<file path="src/rtl/binary_to_decimal.sv">
`default_nettype none
// ============================================================================
// Module      : binary_to_decimal
// Description : Registered 4-bit binary to two-digit BCD converter. Splits an
//               unsigned value 0-15 into a tens flag (z, 0 or 1) and a ones
//               digit (m, 0-9). Outputs follow the sampling edge by one clock.
//
//               Ports:
//                 clk       - system clock, rising-edge active
//                 rst       - synchronous active-high reset
//                 in_valid  - qualifies v on each rising edge
//                 v[3:0]    - unsigned binary operand, 0-15
//                 out_valid - one-cycle pulse per accepted input
//                 z         - tens digit (1 for 10-15)
//                 m[3:0]    - BCD ones digit
//                 seg_tens  - (BIN2DEC_SEG_EN only) active-low {g..a}, tens
//                 seg_ones  - (BIN2DEC_SEG_EN only) active-low {g..a}, ones
//
//               Optional feature macro: BIN2DEC_SEG_EN adds the registered
//               seven-segment outputs.
// Revision    : 1.0 - initial release
// ============================================================================
module binary_to_decimal (
    input  wire logic       clk,
    input  wire logic       rst,
    input  wire logic       in_valid,
    input  wire logic [3:0] v,
    output logic            out_valid,
    output logic            z,
    output logic [3:0]      m
`ifdef BIN2DEC_SEG_EN
    ,
    output logic [6:0]      seg_tens,
    output logic [6:0]      seg_ones
`endif
);

    // Active-low "0" glyph, also the reset pattern of both displays.
    localparam logic [6:0] c_SEG_ZERO = 7'b1000000;
    localparam logic [6:0] c_SEG_ONE  = 7'b1111001;
    localparam logic [3:0] c_TEN      = 4'd10;

    logic       w_z_next;
    logic [3:0] w_m_next;

    logic       r_out_valid;
    logic       r_z;
    logic [3:0] r_m;

    // v > 9 reduces to bit 3 set together with bit 2 or bit 1.
    assign w_z_next = v[3] & (v[2] | v[1]);
    // Subtraction wraps mod 16; only used when v >= 10 so result is 0-5.
    assign w_m_next = w_z_next ? (v - c_TEN) : v;

    always_ff @(posedge clk) begin
        if (rst) begin
            r_out_valid <= 1'b0;
            r_z         <= 1'b0;
            r_m         <= 4'd0;
        end else begin
            r_out_valid <= in_valid;
            if (in_valid) begin
                r_z <= w_z_next;
                r_m <= w_m_next;
            end
        end
    end

    assign out_valid = r_out_valid;
    assign z         = r_z;
    assign m         = r_m;

`ifdef BIN2DEC_SEG_EN
    logic [6:0] r_seg_tens;
    logic [6:0] r_seg_ones;

    function automatic logic [6:0] f_seg_decode(input logic [3:0] digit);
        logic [6:0] seg;
        case (digit)
            4'd0:    seg = 7'b1000000;
            4'd1:    seg = 7'b1111001;
            4'd2:    seg = 7'b0100100;
            4'd3:    seg = 7'b0110000;
            4'd4:    seg = 7'b0011001;
            4'd5:    seg = 7'b0010010;
            4'd6:    seg = 7'b0000010;
            4'd7:    seg = 7'b1111000;
            4'd8:    seg = 7'b0000000;
            4'd9:    seg = 7'b0010000;
            default: seg = 7'b1111111;
        endcase
        return seg;
    endfunction

    // Decode the next-state digits so the segments land on the same edge as m.
    always_ff @(posedge clk) begin
        if (rst) begin
            r_seg_tens <= c_SEG_ZERO;
            r_seg_ones <= c_SEG_ZERO;
        end else if (in_valid) begin
            r_seg_tens <= w_z_next ? c_SEG_ONE : c_SEG_ZERO;
            r_seg_ones <= f_seg_decode(w_m_next);
        end
    end

    assign seg_tens = r_seg_tens;
    assign seg_ones = r_seg_ones;
`endif

endmodule
`default_nettype wire

</file>
<file path="config.mk">
export PLATFORM = sky130hd
export DESIGN_NAME = binary_to_decimal
export DESIGN_NICKNAME = d
export VERILOG_FILES = /design/src/rtl/binary_to_decimal.sv
export SDC_FILE = /design/constraint.sdc
export NUM_CORES = 1
export LEC_CHECK = 0
export CORE_AREA = 3 3 40 42
export CTS_CLUSTER_SIZE = 16
export DETAILED_ROUTE_END_ITERATION = 8
export DIE_AREA = 0 0 43 45
export GPL_TIMING_DRIVEN = 0
export SYNTH_ARGS = -nofsm -noshare
export SYNTH_HDL_FRONTEND = slang
export SYNTH_SLANG_ARGS = --single-unit
</file>
<file path="constraint.sdc">
create_clock -name clk -period 1.2 [get_ports clk]
set_input_delay 0.24 -clock clk [delete_from_list [all_inputs] [get_ports clk]]
set_output_delay 0.24 -clock clk [all_outputs]
set_load 0.05 [all_outputs]
</file>
# Yosys cells after proc, flatten, opt, wreduce, memory -nomap -nowiden

Cells that the tools add are included.

Register bits after elaboration: 6
Output and inout bits: 6
Logic and storage cells: 7

Add/subtract/negate cells: 1
Muxes and demuxes: 1
Bitwise gates (word level): 2

Operators by type and width:

| kind                                    | count |
|---|---|
| two-way mux 4 bit                       | 1 |
| subtractor 4 bit, second input constant | 1 |
| AND 1 bit                               | 1 |
| bitwise OR 1 bit                        | 1 |

# Longest topological paths before layout

Word-level depth: 3
Gate-level depth with buffers: 6
Depth with buffers taken out: 6

# Least setup slack after synthesis

OpenSTA, ideal clock, no wires.

Kind: input -> register
From: in v[1]
To: reg r_m[2], in the netlist m[2]
Library setup time: 0.088 ns
Arrival time: 1.029 ns
Required time: 1.112 ns
Setup slack: 0.083 ns
Stages on the path: 6
Buffers on the path: 0
Path through: inv_1 -> ha_1 -> inv_1 -> ha_1 -> nand2b_1 -> a311oi_2

Word-level cells in the longest chain between the ends: 3

RTL lines:

| what                                                                     | line | RTL |
|---|---|---|
| from (decl)                                                              | 27   | `input wire logic [3:0] v,` |
| parallel branches: the longest is 2 deep, another holds subtractor 4 bit | --   |  |
| two-way mux 4 bit *                                                      | 53   | `assign w_m_next = w_z_next ? (v - c_TEN) : v;` |
| to (signal assigned)                                                     | 64   | `r_m <= w_m_next;` |
| to (decl)                                                                | 48   | `logic [3:0] r_m;` |

Mark *: on every way between the ends.
A chain may end at the register's enable or synchronous reset.

# Worst setup path in the final report

From: reg r_m[3], in the netlist m[3]
To: out m[3]

RTL lines:

| what      | line | RTL |
|---|---|---|
| to (decl) | 30   | `output logic [3:0] m` |

No word-level cell between the ends.

==> flow_metrics.tcl <==
set metrics [dict create \
    max-clock-path-buffers 2 \
    core_area_um2 1285 \
    num_rows 13 \
    power.density_nw_per_um2 1168 \
    drc 0 \
    nets 56 \
    synth-seq-cells 6 \
    multiInputGateArea_um2 168.9 \
    status "completed" \
    grt_usage 0.06667 \
    required_ns 0.96 \
    hold_class "input port to flop" \
    drt_first_iter_violations 0 \
    syn_area_um2 299.0 \
    ys_seq_area_frac 0.4017 \
    place_ws_ns -0.4739 \
    cts_hold_buf 0 \
    cp_cell_sequence "clkdlybuf4s18_2" \
    synth_cells 28 \
    vias_per_cell 4.017 \
    antenna_found_initial 0 \
    grt_pass1_wl_um 883 \
    syn_nets 39 \
    dp_hpwl_um 444.8 \
    root_buffer "clkbuf_4" \
    cts_inserted_buffers 3 \
    clock_sinks 6 \
    syn_avg_cell_area_um2 10.68 \
    maxUsedRoutingLayer "met3" \
    io_buffer_count 11 \
    wl_met1_um 250 \
    cp_max_fo 2 \
    ir_drop_v 0.0002419 \
    cp.arrival_ns 0.93 \
    clk_latency_ns 0.24 \
    setup_viol 0 \
    dieHeight_um 45 \
    ant_nets 0 \
    crit_path_max_incr_delay_ns 0.36 \
    crit_type "flop to output pin" \
    dr.pass1.iters 1 \
    dieWidth_um 43 \
    grt_max_degree 9 \
    areaGrowthSynthToFinish_pct 50.21 \
    fill_cells 150 \
    clock_skew_ns 0 \
    layout_common_cells "dfxtp_1 (6), nor2_1 (4), buf_2 (4)" \
    critPathLaunchType "flop" \
    tightest_slew_ns 0.2726 \
    yosysWarnings 0 \
    period_minus_slack_ns 1.167 \
    cp_slowest_cell "clkdlybuf4s18_2" \
    drive_gt1_frac 0.3953 \
    seq_area_um2 120.1 \
    htreeDepth 1 \
    critPathBufInv 1 \
    diodes 0 \
    wire_per_inst_um 10.02 \
    fin_util 0.3496 \
    fin_crit_sh 0.9723 \
    grt_pass1_vias 223 \
    grt_overflow 0 \
    max_freq_mhz 857.1 \
    drt-total-wl_um 581 \
    clkSlewWorstSetupHoldPaths_ns 0.04 \
    maxSlewViolCount 0 \
    via_count 233 \
    timing.final.ws_setup_ns 0.03327 \
    cap_violations 0 \
    ios 13 \
    ys_types 12 \
    critPathCaptureType "output pin" \
    p_leak_uw 0.0002102 \
    initial_core_util 0.2327 \
    final_common_cell "dfxtp_1" \
    finalNonFillerCells 58 \
    place_congestion 0.6075 \
    dp.cells 54 \
    slew_headroom 0.8177 \
    wl_met3_um 68 \
    die_area_um2 1935 \
    final_hold_viol_count 0 \
    cts_tree "done" \
    cp_top_family "buffers and inverters" \
    wl_met2_um 261 \
]
==> stage by stage <==
step / hold slack, ns / total power, uW / instance area, um2 / setup TNS, ns
2_1_floorplan: 0.3046 / 303.1 / 299.0 / 0
3_3_place_gp: 0.4738 / 351.8 / 427.9 / -2.295
3_5_place_dp: 0.4889 / 354.0 / 427.9 / -2.417
4_1_cts: 0.2268 / 541.2 / 459.2 / 0
5_1_grt: 0.2367 / 550.0 / 449.2 / -0.003646
6_report: 0.2338 / 524.7 / 449.2 / 0
==> sequential cells by signal (all words and copies together), names as in the netlist <==
register / count
out_valid: 1
z: 1
m: 4
==> kinds of logic after synthesis <==
family	synth area share
AND/OR/NAND/NOR	0.1339
XOR/XNOR	0.02929
flip-flops	0.4017
buffers and inverters	0.07531
adder cells (fa/ha/maj)	0.1674
AO/OA/AOI/OAI	0.09203
multiplexers	0.1004
==> layer usage <==
layer  up-vias  GRT usage
met5         -          0
met2        10    0.09880
met4         0    0.07229
li1        120          -
met1       103    0.06522
met3         0    0.03187
==> final cells by class <==
type,instances,share of cell area
Sequential cell,6,0.2674
Multi-Input combinational cell,18,0.3760
Clock buffer,3,0.05014
Timing Repair Buffer,12,0.2145
Buffer,1,0.02507
Inverter,3,0.02507
Tap cell,15,0.04178
==> final timing paths <==
path              slack [ns]     start   end  cells after the start
setup / recovery        0.03      m[3]  m[3]                      1
hold / removal          0.23  in_valid  m[1]                      2
setup reg to reg        0.53      m[2]  m[2]                      2
hold reg to reg         0.49         z     z                      2
==> synth_stat cells (all sizes together) <==
master  n  area [um2]
a211oi  1       12.51
a311oi  1       15.01
buf     1       11.26
dfxtp   6       120.1
ha      4       50.05
inv     3       11.26
mux2i   3       30.03
nand2b  2       12.51
nor2    5       21.27
nor2b   1       6.260
xnor2   1       8.760
==> repair_timing <==
item                                    CTS  global route
setup buffers                             0             1
endpoints found under the setup margin   10             6
pin swaps                                 1             0
gates resized for setup                  24             8
==> power by group <==
group / internal [uW] / switching (uW) / leakage (uW)
clock: 113 / 67.8 / 0.0000138
combinational: 50.8 / 75.9 / 0.000147
sequential: 212 / 5.37 / 0.0000495
total: 376 / 149 / 0.000210
No activity file was read; power rests on OpenSTA's default activity.
